===== src/rtl/crc_pkg.sv =====
// Shared definitions for the bit-serial CRC generator and checker:
// FSM state encoding and the commonly used generator polynomials.
package crc_pkg;

    typedef enum logic [1:0] {
        IDLE  = 2'd0,
        SHIFT = 2'd1,
        DONE  = 2'd2
    } crc_state_t;

    localparam logic [8:0]  CRC8_POLY        = 9'h107;
    localparam logic [16:0] CRC16_CCITT_POLY = 17'h11021;

endpackage


===== src/rtl/crc_check_if.sv =====
// Request/result bundle of the CRC checker. The master side issues a check
// (start, codeword, poly); the slave side reports busy/done and the results.
interface crc_check_if #(
    parameter int width      = 32,
    parameter int poly_width = 9
);
    logic                          start;
    logic [width+poly_width-2:0]   codeword;
    logic [poly_width-1:0]         poly;
    logic                          busy;
    logic                          done;
    logic                          crc_ok;
    logic [poly_width-2:0]         syndrome;

    modport master (
        output start, codeword, poly,
        input  busy, done, crc_ok, syndrome
    );

    modport slave (
        input  start, codeword, poly,
        output busy, done, crc_ok, syndrome
    );
endinterface


===== src/rtl/crc_div_step.sv =====
// One GF(2) long-division step: if the MSB of the work word is set, subtract
// (XOR) the aligned divisor, then shift left by one. The bit shifted out is
// discarded. Shared by generator and checker so both ends divide identically.
module crc_div_step #(
    parameter int n = 40
) (
    input  logic [n-1:0] w,
    input  logic [n-1:0] d,
    output logic [n-1:0] w_next
);
    logic [n-1:0] wx;

    // Conditional XOR, bit by bit, gated by the current leading bit.
    for (genvar gi = 0; gi < n; gi++) begin : g_xor
        assign wx[gi] = w[gi] ^ (w[n-1] & d[gi]);
    end

    assign w_next = wx << 1;
endmodule


===== src/rtl/crc_check.sv =====
// Receive-side CRC checker. Divides the received codeword (message followed
// by its CRC) by the generator polynomial one message bit per clock and
// reports the remainder (syndrome) plus a pass flag when finished.
module crc_check
    import crc_pkg::*;
#(
    parameter int width      = 32,
    parameter int poly_width = 9
) (
    input  logic        clk,
    input  logic        reset,
    crc_check_if.slave  bus
);
    localparam int CW = width + poly_width - 1;   // codeword length
    localparam int SW = poly_width - 1;           // CRC / syndrome length

    crc_state_t      state_reg, state_next;
    logic [CW-1:0]   w_reg, w_next;
    logic [CW-1:0]   d_reg, d_next;
    logic [7:0]      counter_reg, counter_next;
    logic [SW-1:0]   syndrome_reg, syndrome_next;
    logic            crc_ok_reg, crc_ok_next;
    logic            done_reg, done_next;
    logic [CW-1:0]   w_step;

    crc_div_step #(.n(CW)) u_step (
        .w      (w_reg),
        .d      (d_reg),
        .w_next (w_step)
    );

    // State and datapath registers; reset aborts any check in flight.
    always_ff @(posedge clk) begin
        if (reset) begin
            state_reg    <= IDLE;
            w_reg        <= '0;
            d_reg        <= '0;
            counter_reg  <= '0;
            syndrome_reg <= '0;
            crc_ok_reg   <= 1'b0;
            done_reg     <= 1'b0;
        end else begin
            state_reg    <= state_next;
            w_reg        <= w_next;
            d_reg        <= d_next;
            counter_reg  <= counter_next;
            syndrome_reg <= syndrome_next;
            crc_ok_reg   <= crc_ok_next;
            done_reg     <= done_next;
        end
    end

    // Next-state and datapath control. Inputs are captured only on the
    // accepted start, so later changes cannot disturb a running check.
    always_comb begin
        state_next    = state_reg;
        w_next        = w_reg;
        d_next        = d_reg;
        counter_next  = counter_reg;
        syndrome_next = syndrome_reg;
        crc_ok_next   = crc_ok_reg;
        done_next     = 1'b0;
        case (state_reg)
            IDLE: begin
                if (bus.start) begin
                    w_next       = bus.codeword;
                    // Align the polynomial MSB with the codeword MSB.
                    d_next       = CW'(bus.poly) << (width - 1);
                    counter_next = 8'(width);
                    state_next   = SHIFT;
                end
            end
            SHIFT: begin
                w_next       = w_step;
                counter_next = counter_reg - 8'd1;
                if (counter_reg == 8'd1) begin
                    state_next = DONE;
                end
            end
            DONE: begin
                // After width steps the remainder sits in the top SW bits.
                syndrome_next = w_reg[CW-1 -: SW];
                crc_ok_next   = (w_reg[CW-1 -: SW] == '0);
                done_next     = 1'b1;
                state_next    = IDLE;
            end
            default: begin
                state_next = IDLE;
            end
        endcase
    end

    assign bus.busy     = (state_reg != IDLE);
    assign bus.done     = done_reg;
    assign bus.crc_ok   = crc_ok_reg;
    assign bus.syndrome = syndrome_reg;
endmodule


===== src/flat_wrapper.sv =====
// flat-port wrapper written by rule: the top's interface ports become plain ports
module crc_check_flat import crc_pkg::*;
#(
    parameter int width      = 32,
    parameter int poly_width = 9
)
  (clk, reset, bus_start, bus_codeword, bus_poly, bus_busy, bus_done, bus_crc_ok, bus_syndrome);
  crc_check_if #(.width(width), .poly_width(poly_width)) bus_i ();
  input  logic clk;
  input  logic reset;
  input wire logic [$bits(bus_i.start)-1:0] bus_start;
  input wire logic [$bits(bus_i.codeword)-1:0] bus_codeword;
  input wire logic [$bits(bus_i.poly)-1:0] bus_poly;
  output wire logic [$bits(bus_i.busy)-1:0] bus_busy;
  output wire logic [$bits(bus_i.done)-1:0] bus_done;
  output wire logic [$bits(bus_i.crc_ok)-1:0] bus_crc_ok;
  output wire logic [$bits(bus_i.syndrome)-1:0] bus_syndrome;
  assign bus_i.start = bus_start;
  assign bus_i.codeword = bus_codeword;
  assign bus_i.poly = bus_poly;
  assign bus_busy = bus_i.busy;
  assign bus_done = bus_i.done;
  assign bus_crc_ok = bus_i.crc_ok;
  assign bus_syndrome = bus_i.syndrome;
  crc_check #(.width(width), .poly_width(poly_width)) u_core (.clk(clk), .reset(reset), .bus(bus_i));
endmodule

===== config.mk =====
export PLATFORM = sky130hd
export DESIGN_NAME = crc_check_flat
export DESIGN_NICKNAME = d
export VERILOG_FILES = /design/src/rtl/crc_pkg.sv /design/src/rtl/crc_check_if.sv /design/src/rtl/crc_div_step.sv /design/src/rtl/crc_check.sv /design/src/flat_wrapper.sv
export SDC_FILE = /design/constraint.sdc
export NUM_CORES = 1
export LEC_CHECK = 0
export BUFFER_PORTS_ARGS = -buffer_cell sky130_fd_sc_hd__buf_4
export CORE_MARGIN = 2
export CORE_UTILIZATION = 25
export CTS_CLUSTER_SIZE = 20
export DETAILED_ROUTE_END_ITERATION = 7
export HOLD_SLACK_MARGIN = 0.05
export PLACE_DENSITY = 0.44
export SLEW_MARGIN = 20
export SYNTH_ARGS = -nofsm -noshare
export SYNTH_HDL_FRONTEND = slang
export SYNTH_SLANG_ARGS = --single-unit

===== constraint.sdc =====
create_clock -name clk -period 1.9 [get_ports clk]
set_clock_uncertainty 0.15 [all_clocks]
set_input_delay 0.285 -clock clk [delete_from_list [all_inputs] [get_ports clk]]
set_output_delay 0.285 -clock clk [all_outputs]
set_load 0.02 [all_outputs]

==> results.toml, run 1 <==
[synthesis]
synth_mux_area_share_pct = 0.795
synth_seq_cells = 68
netlist_instances = 343
ys_types = 32
mappedNetlistNets = 397
synth_xor_xnor_area_share_pct = 0
synthAdderAreaFrac_pct = 0.883
yosysSeqAreaShare_pct = 48.1
synth-edff-count = 0
dominantRegCellSynth = "dfxtp_1"
synth-simple-area-share_pct = 20.3
synth_area_per_cell_um2 = 8.26
synth-async-reset-ratio_pct = 0
synth_compound_area_share_pct = 25.3
syn_area_um2 = 2830
synth_top_family_by_area = "compound AO/OA/AOI/OAI gates"
synth_warnings = 0

[finish]
n_antenna_cell = 0
postLayoutCoreUtil_pct = 34.8
finalNonFillerCells = 541
drive_gt1_share_pct = 23.4
syn_to_final_growth_pct = 34.2
multiInputGateArea_um2 = 1360
stdcell_area_um2 = 3800
final_common_cell = "nand2_1"
filler_cell_count = 1149
largest_reg_flops = 40
regArea_um2 = 1360
final_cell_mix = "nand2_1 (83), dfxtp_1 (67), buf_4 (64)"
fin_nets = 450

[global_routing]
grt_max_degree = 48
met2_usage_pct = 19.6
antenna_found_initial = 0
grt_use_met3_pct = 3.95
first_global_vias = 2484
use_met1_pct = 16.0
grt.total_usage_pct = 12.4
grt-ovfl-total = 0
busiest_layer = "met2"
grt_pass1_wl_um = 12400

[critical_path]
criticalPathCategory = "register to register"
cp_max_fo = 7
cp-startpoint = "u_core.counter_reg[3]$_SDFFE_PP0P_"
cp.required_ns = 1.97
end_kind = "register"
cp.arrival_ns = 1.88
cp-start-kind = "register"
r2r-start = "u_core.counter_reg[3]$_SDFFE_PP0P_"

[floorplan]
rows = 38
die_area_um2 = 12200
core_um2 = 10900
start_util_pct = 25.9
fp.dieH_um = 110
die_width_um = 110
io_pins = 63

[placement]
dpl.hpwl_um = 4720
port_buffers = 61
dpl-instance-area_um2 = 3440
place_inst = 521
gp_congestion = 0.715

[clock_tree]
clockBufferDepth = 2
clk_pin_slew_ns = 0.06
numCtsBuffers = 9
cts_tree = "built"
cts_root_buf = "clkbuf_16"
cts_sinks = 68
clock_latency_ns = 0.33
htree_levels = 3
post-cts-setup-buffers = 0

[timing]
period_share_pct = 95.2
tightest_slew_ns = 0.990
rsz0062_at_grt = "false"
slew_viol_final = 0
min_period_ns = 1.81
max_freq_ghz = 0.553
finalHoldViolations = 0
slew_headroom_pct = 33.8
tns_ns = 0
setup_violations = 0

[flow_run]
drv_cap = 0

[routing]
routedWlPerCell_um = 13.5
drtIter0Drc = 146
num_vias = 2557
drc = 0
first_pass_iters = 5
postRouteAntennaNets = 0
routed_via_density = 4.73
wirelength_um = 7330

[worst_hold_path]
holdCritPathClass = "primary input to register"
min_from = "bus_poly[6]"

[run_status]
outcome = "finished, final reports clean"

[power_and_ir_drop]
ir_worst_vdd_v = 0.000415
internal-power_w = 0.00290
power.total_w = 0.00387
power.leakage_nw = 1.46
p_sw_share_pct = 25.1
power.density_nw_per_um2 = 1020
comb_power_share_pct = 11.9
p_seq_share_pct = 41.3
p_sw_w = 0.000972
clockPowerShare_pct = 46.8
-- critical path, stage by stage, from the launching register on --
cell and delay, ns:
dfxtp_1 0.35, or4_4 0.57, nor4_2 0.26, mux2_2 0.36
-- through the flow --
step	hold WS, ns	worst slack, ns
5_1_grt	0.0720	0.00613
6_report	0.0590	0.0914
3_5_place_dp	0.297	0.0492
3_3_place_gp	0.294	0.0938
4_1_cts	0.0501	0.0415
2_1_floorplan	0.271	0.201
-- path summary, 6_finish.rpt --
| kind | end | slack [ns] | cells after the start |
|---|---|---|---|
| setup / recovery | u_core.counter_reg[7]$_SDFFE_PP0P_ | 0.09 | 3 |
| setup reg to reg | u_core.counter_reg[7]$_SDFFE_PP0P_ | 0.09 | 3 |
| hold reg to reg | u_core.bus.syndrome[6]$_SDFFE_PP0P_ | 0.30 | 2 |
| hold / removal | u_core.d_reg[37]$_SDFFE_PP0P_ | 0.06 | 3 |
-- power by group through the flow --
stage                     Combinational, W  Sequential, W  Clock (W)
final                             0.000460        0.00160    0.00181
after global routing              0.000522        0.00161    0.00192
after CTS                         0.000469        0.00160    0.00187
after detailed placement          0.000461        0.00163          0
after global placement            0.000454        0.00163          0
after floorplan                   0.000298        0.00160          0
-- per-layer routing --
layer  share of wire, %  up-vias
met2                 46       51
met5                  0        -
met4                1.2        0
met1                 48     1175
li1                   -     1321
met3                5.1       10
-- cell type report --
class,instances,area share [%]
clock inverter,7,2.60
multi-input combinational,242,35.8
timing repair buffer,70,14.7
inverter,5,0.494
tap,140,4.61
sequential,68,35.8
clock buffer,9,5.92
-- cell families after synthesis --
family	after synthesis
buf+inv	33
compound gates	118
fa+ha+maj	2
mux	2
flops	68
simple gates	120
-- synth_stat cells (2+ instances only) --
library cell / number / area (um2)
or3_1: 4 / 25.0
inv_1: 5 / 18.8
nand2b_1: 3 / 18.8
o211ai_1: 3 / 22.5
nor2b_1: 2 / 12.5
buf_2: 5 / 25.0
a21oi_1: 57 / 285
a21boi_0: 8 / 60.1
nand2_1: 83 / 312
a22oi_1: 31 / 233
ha_1: 2 / 25.0
nor4_1: 4 / 25.0
or2_2: 3 / 18.8
mux2_2: 2 / 22.5
o21ai_0: 8 / 40.0
and3b_1: 8 / 70.1
nor2_1: 3 / 11.3
dfxtp_1: 68 / 1360
clkbuf_1: 21 / 78.8
nand3_1: 3 / 15.0
nor3b_1: 2 / 15.0
a31oi_1: 8 / 50.1
-- repair_timing --
action                                 CTS  global route
resized for setup                        0             1
endpoints found under the hold margin    4             0
setup endpoints to repair                0            36
hold buffers                             4             0
Power figures use the tool's default switching activity.
==> run 2: changes to the inputs <==
CELL_PAD_IN_SITES_DETAIL_PLACEMENT = 1   (was default)
CELL_PAD_IN_SITES_GLOBAL_PLACEMENT = 1   (was default)
PLACE_DENSITY = 0.55   (was 0.44)
==> run 2 against run 1 <==
  * Final area increased by 0.53%
  * Register-to-register slack gained 0.05 ns
  * Non-clock buffer count grew 1
  * Die area stayed put
  * Largest power group unchanged
  * Fmax rose by 2.7%
  * Critical endpoint unchanged
  * Global-route usage up 0.69 points
==> results.toml, run 2 (same netlist as run 1, synthesis figures left out) <==
[run_status]
outcome = "finished, final reports clean"

[flow_run]
drv_cap = 0

[worst_hold_path]
min_from = "bus_poly[3]"
holdCritPathClass = "primary input to register"

[clock_tree]
clockBufferDepth = 2
cts_root_buf = "clkbuf_16"
cts_sinks = 68
ctsResizeCount = 0
clk_pin_slew_ns = 0.06
numCtsBuffers = 9
clock_latency_ns = 0.33
cts_tree = "built"
htree_levels = 3

[routing]
drtIter0Drc = 79
num_vias = 2652
routedWlPerCell_um = 14.8
first_pass_iters = 6
drc = 0
postRouteAntennaNets = 0
wirelength_um = 8040
routed_via_density = 4.89

[critical_path]
criticalPathCategory = "register to register"
end_kind = "register"
cp.required_ns = 1.96
setup.worst_path.end = "u_core.counter_reg[7]$_SDFFE_PP0P_"
cp.arrival_ns = 1.82
cp-startpoint = "u_core.counter_reg[3]$_SDFFE_PP0P_"
r2r_end = "u_core.counter_reg[7]$_SDFFE_PP0P_"
r2r_cells = 3
r2r-start = "u_core.counter_reg[3]$_SDFFE_PP0P_"
cp_max_fo = 7
cp-start-kind = "register"
r2r_slack_ns = 0.14

[finish]
final_cell_mix = "nand2_1 (83), dfxtp_1 (68), buf_4 (66)"
postLayoutCoreUtil_pct = 35.0
final_common_cell = "nand2_1"
n_antenna_cell = 0
fin_nets = 451
filler_cell_count = 1306
syn_to_final_growth_pct = 34.9
largest_reg_flops = 40
drive_gt1_share_pct = 23.6

[floorplan]
start_util_pct = 25.9
rows = 38
die_area_um2 = 12200
io_pins = 63
die_width_um = 110
fp.dieH_um = 110
core_um2 = 10900

[placement]
gp_congestion = 0.749
dpl.hpwl_um = 5400
port_buffers = 61

[power_and_ir_drop]
power.leakage_nw = 1.49
power.total_w = 0.00397
ir_worst_vdd_v = 0.000325
power.density_nw_per_um2 = 1040

[timing]
period_share_pct = 92.6
min_period_ns = 1.76
max_freq_ghz = 0.568
slew_viol_final = 0
tightest_slew_ns = 0.562
slew_headroom_pct = 62.5
rsz0062_at_grt = "false"
setup_violations = 0
tns_ns = 0
finalHoldViolations = 0

[global_routing]
grt_pass1_wl_um = 13000
antenna_found_initial = 0
grt.total_usage_pct = 13.1
grt-ovfl-total = 0
first_global_vias = 2716
grt_max_degree = 37
## run 2: changes by cell type in the layout (fill, tap and decap cells not counted), sizes merged
cell,previous run,this run
inv,6,5
bufinv,2,3
clkinvlp,1,0
buf,66,70
clkinv,3,2
clkbuf,9,11
dlygate4sd3,4,1
## run 2: final cells by class
type | count | area [um2] | area share, %
flip-flops and latches | 68 | 1360 | 35.6
clock buffers | 11 | 233 | 6.09
inverters | 5 | 18.8 | 0.491
repair buffers | 71 | 586 | 15.3
well taps | 140 | 175 | 4.58
multi-input cells | 242 | 1350 | 35.3
clock inverters | 5 | 100 | 2.62
## run 2: worst min path at each step
stage / endpoint / cells past startpoint
global placement: u_core.w_reg[23]$_SDFFE_PP0P_ / 2
global route: u_core.d_reg[35]$_SDFFE_PP0P_ / 3
detailed placement: u_core.w_reg[8]$_SDFFE_PP0P_ / 2
floorplan: u_core.d_reg[31]$_SDFFE_PP0P_ / 2
CTS: u_core.d_reg[35]$_SDFFE_PP0P_ / 3
finish: u_core.d_reg[34]$_SDFFE_PP0P_ / 3
## run 2: worst max-delay path, stage by stage (launching register included)
cell and delay, ns:
dfxtp_1 0.35, or4_4 0.57, nor4_2 0.23, mux2_2 0.36
## run 2: per-stage QoR
stage	instance area (um2)	hold slack, ns	setup WS (ns)	std cells
after floorplan	2830	0.271	0.201	343
after global placement	3480	0.292	0.138	525
after detailed placement	3480	0.300	0.136	525
after CTS	3820	0.0512	0.118	542
after global routing	3820	0.0618	0.0417	542
final	3820	0.0553	0.140	542
## run 2: timing repair
item | CTS | global route
hold buffers | 1 | 0
endpoints found under the hold margin | 1 | 0
setup buffers | 0 | 0
## run 2: power by group
part           switching (W)  leakage, nW  internal, W
sequential         0.0000829        0.557      0.00152
clock               0.000606        0.163      0.00128
combinational       0.000245        0.765     0.000233
total               0.000934         1.49      0.00303
## run 2: layer usage
metal / share of wire, % / vias to the layer above / global-route usage (%) / routed length, um
li1: - / 1320 / - / -
met4: 1.8 / 0 / 6.00 / 148
met2: 47 / 36 / 21.4 / 3800
met5: 0 / - / 0 / 0
met3: 2.9 / 10 / 2.25 / 230
met1: 48 / 1286 / 16.7 / 3860
==> run 3: changes to the inputs <==
CELL_PAD_IN_SITES_GLOBAL_PLACEMENT = 2   (was 1)
PLACE_DENSITY = 0.67   (was 0.55)
==> run 3 against run 2 <==
  * Combinational power hardly changed
  * Wire length is 4.1% higher
  * Flip-flop and latch count stayed put
  * Non-clock buffer count is 1 lower
  * Worst setup slack worse by 0.028 ns
  * Critical path type unchanged
==> results.toml, run 3 (same netlist as run 1, synthesis figures left out) <==
[global_routing]
grt_max_degree = 41
grt.total_usage_pct = 14.0
first_global_vias = 2792
grt-ovfl-total = 0
grt_pass1_wl_um = 13800
antenna_found_initial = 0

[flow_run]
drv_cap = 0

[floorplan]
die_area_um2 = 12200
fp.dieH_um = 110
die_width_um = 110
io_pins = 63
core_um2 = 10900
rows = 38
start_util_pct = 25.9

[finish]
multiInputGateArea_um2 = 1380
largest_reg_flops = 40
filler_cell_count = 1321
fin_nets = 451
final_cell_mix = "nand2_1 (83), dfxtp_1 (67), buf_4 (66)"
drive_gt1_share_pct = 24.1
n_antenna_cell = 0
syn_to_final_growth_pct = 33.3
regArea_um2 = 1360
final_common_cell = "nand2_1"

[critical_path]
cp.arrival_ns = 1.85
criticalPathCategory = "register to register"
cp.required_ns = 1.97
cp_max_fo = 7
end_kind = "register"
cp-start-kind = "register"

[timing]
min_period_ns = 1.79
max_freq_ghz = 0.559
tns_ns = 0
slew_viol_final = 0
tightest_slew_ns = 0.990
holdWs_ns = 0.0605
rsz0062_at_grt = "false"
setup_violations = 0
finalHoldViolations = 0
slew_headroom_pct = 34.0
period_share_pct = 94.1

[power_and_ir_drop]
power.density_nw_per_um2 = 980
ir_worst_vdd_v = 0.000392
power.leakage_nw = 1.46
power.total_w = 0.00370

[clock_tree]
numCtsBuffers = 9
clockBufferDepth = 2
cts_root_buf = "clkbuf_16"
cts_tree = "built"
htree_levels = 3
cts_sinks = 68
clk_pin_slew_ns = 0.06
clock_latency_ns = 0.33

[run_status]
outcome = "finished, final reports clean"

[routing]
drc = 0
num_vias = 2652
postRouteAntennaNets = 0
first_pass_iters = 4
routedWlPerCell_um = 15.4
routed_via_density = 4.89
wirelength_um = 8360
drtIter0Drc = 93

[placement]
dpl.hpwl_um = 5470
gp_congestion = 0.719
port_buffers = 61

[worst_hold_path]
holdCritPathClass = "primary input to register"
run 3: cell count changes in the layout (fill, tap and decap cells not counted), sizes merged:
cell,change
clkbuf,-1
bufinv,-2
dlygate4sd3,+1
o21bai,+1
buf,-2
clkinv,+3
run 3: final timing paths:
kind | depth (start not counted) | from | to | slack [ns]
worst max-delay path | 3 | u_core.counter_reg[3]$_SDFFE_PP0P_ | u_core.counter_reg[7]$_SDFFE_PP0P_ | 0.11
worst min-delay path | 3 | bus_poly[7] | u_core.d_reg[38]$_SDFFE_PP0P_ | 0.06
worst max register to register | 3 | u_core.counter_reg[3]$_SDFFE_PP0P_ | u_core.counter_reg[7]$_SDFFE_PP0P_ | 0.11
worst min register to register | 2 | u_core.w_reg[14]$_SDFFE_PP0P_ | u_core.w_reg[14]$_SDFFE_PP0P_ | 0.31
run 3: power breakdown:
part	leakage [nW]	internal, W	total [W]	switching, W
Combinational	0.759	0.000227	0.000478	0.000252
Sequential	0.557	0.00152	0.00160	0.0000844
Clock	0.146	0.00100	0.00162	0.000612
run 3: layout make-up:
class / instances / area share [%]
flip-flops and latches: 68 / 36.1
repair buffers: 70 / 14.7
clock inverters: 6 / 1.46
clock buffers: 10 / 6.07
multi-input cells: 243 / 36.5
inverters: 5 / 0.497
well taps: 140 / 4.64
run 3: worst max-delay path: stages (launching register included):
cell,delay (ns)
dfxtp_1,0.35
or4_4,0.57
nor4_2,0.25
mux2_2,0.36
run 3: through the flow:
step	setup slack [ns]	instance area, um2	cells	utilization (%)
2_1_floorplan	0.201	2830	343	-
3_3_place_gp	0.115	3450	523	31.6
3_5_place_dp	0.0647	3450	523	31.6
4_1_cts	0.0217	3760	541	34.3
5_1_grt	0.0590	3770	542	34.5
6_report	0.112	3770	542	34.5
run 3: what timing repair did:
| item | 4_1_cts | 5_1_grt |
|---|---|---|
| hold buffers | 2 | 0 |
| setup endpoints to repair | 0 | 40 |
| endpoints found under the hold margin | 2 | 0 |
| setup buffers | 0 | 0 |
| resized for setup | 0 | 2 |
run 3: routing by layer:
metal | vias to the layer above | global-route usage (%) | part of all wire [%] | routed length, um
met2 | 39 | 22.6 | 47 | 3930
met4 | 0 | 6.50 | 1.4 | 121
met5 | - | 0 | 0 | 0
met1 | 1281 | 18.1 | 48 | 4020
li1 | 1326 | - | - | -
met3 | 6 | 2.63 | 3.5 | 292
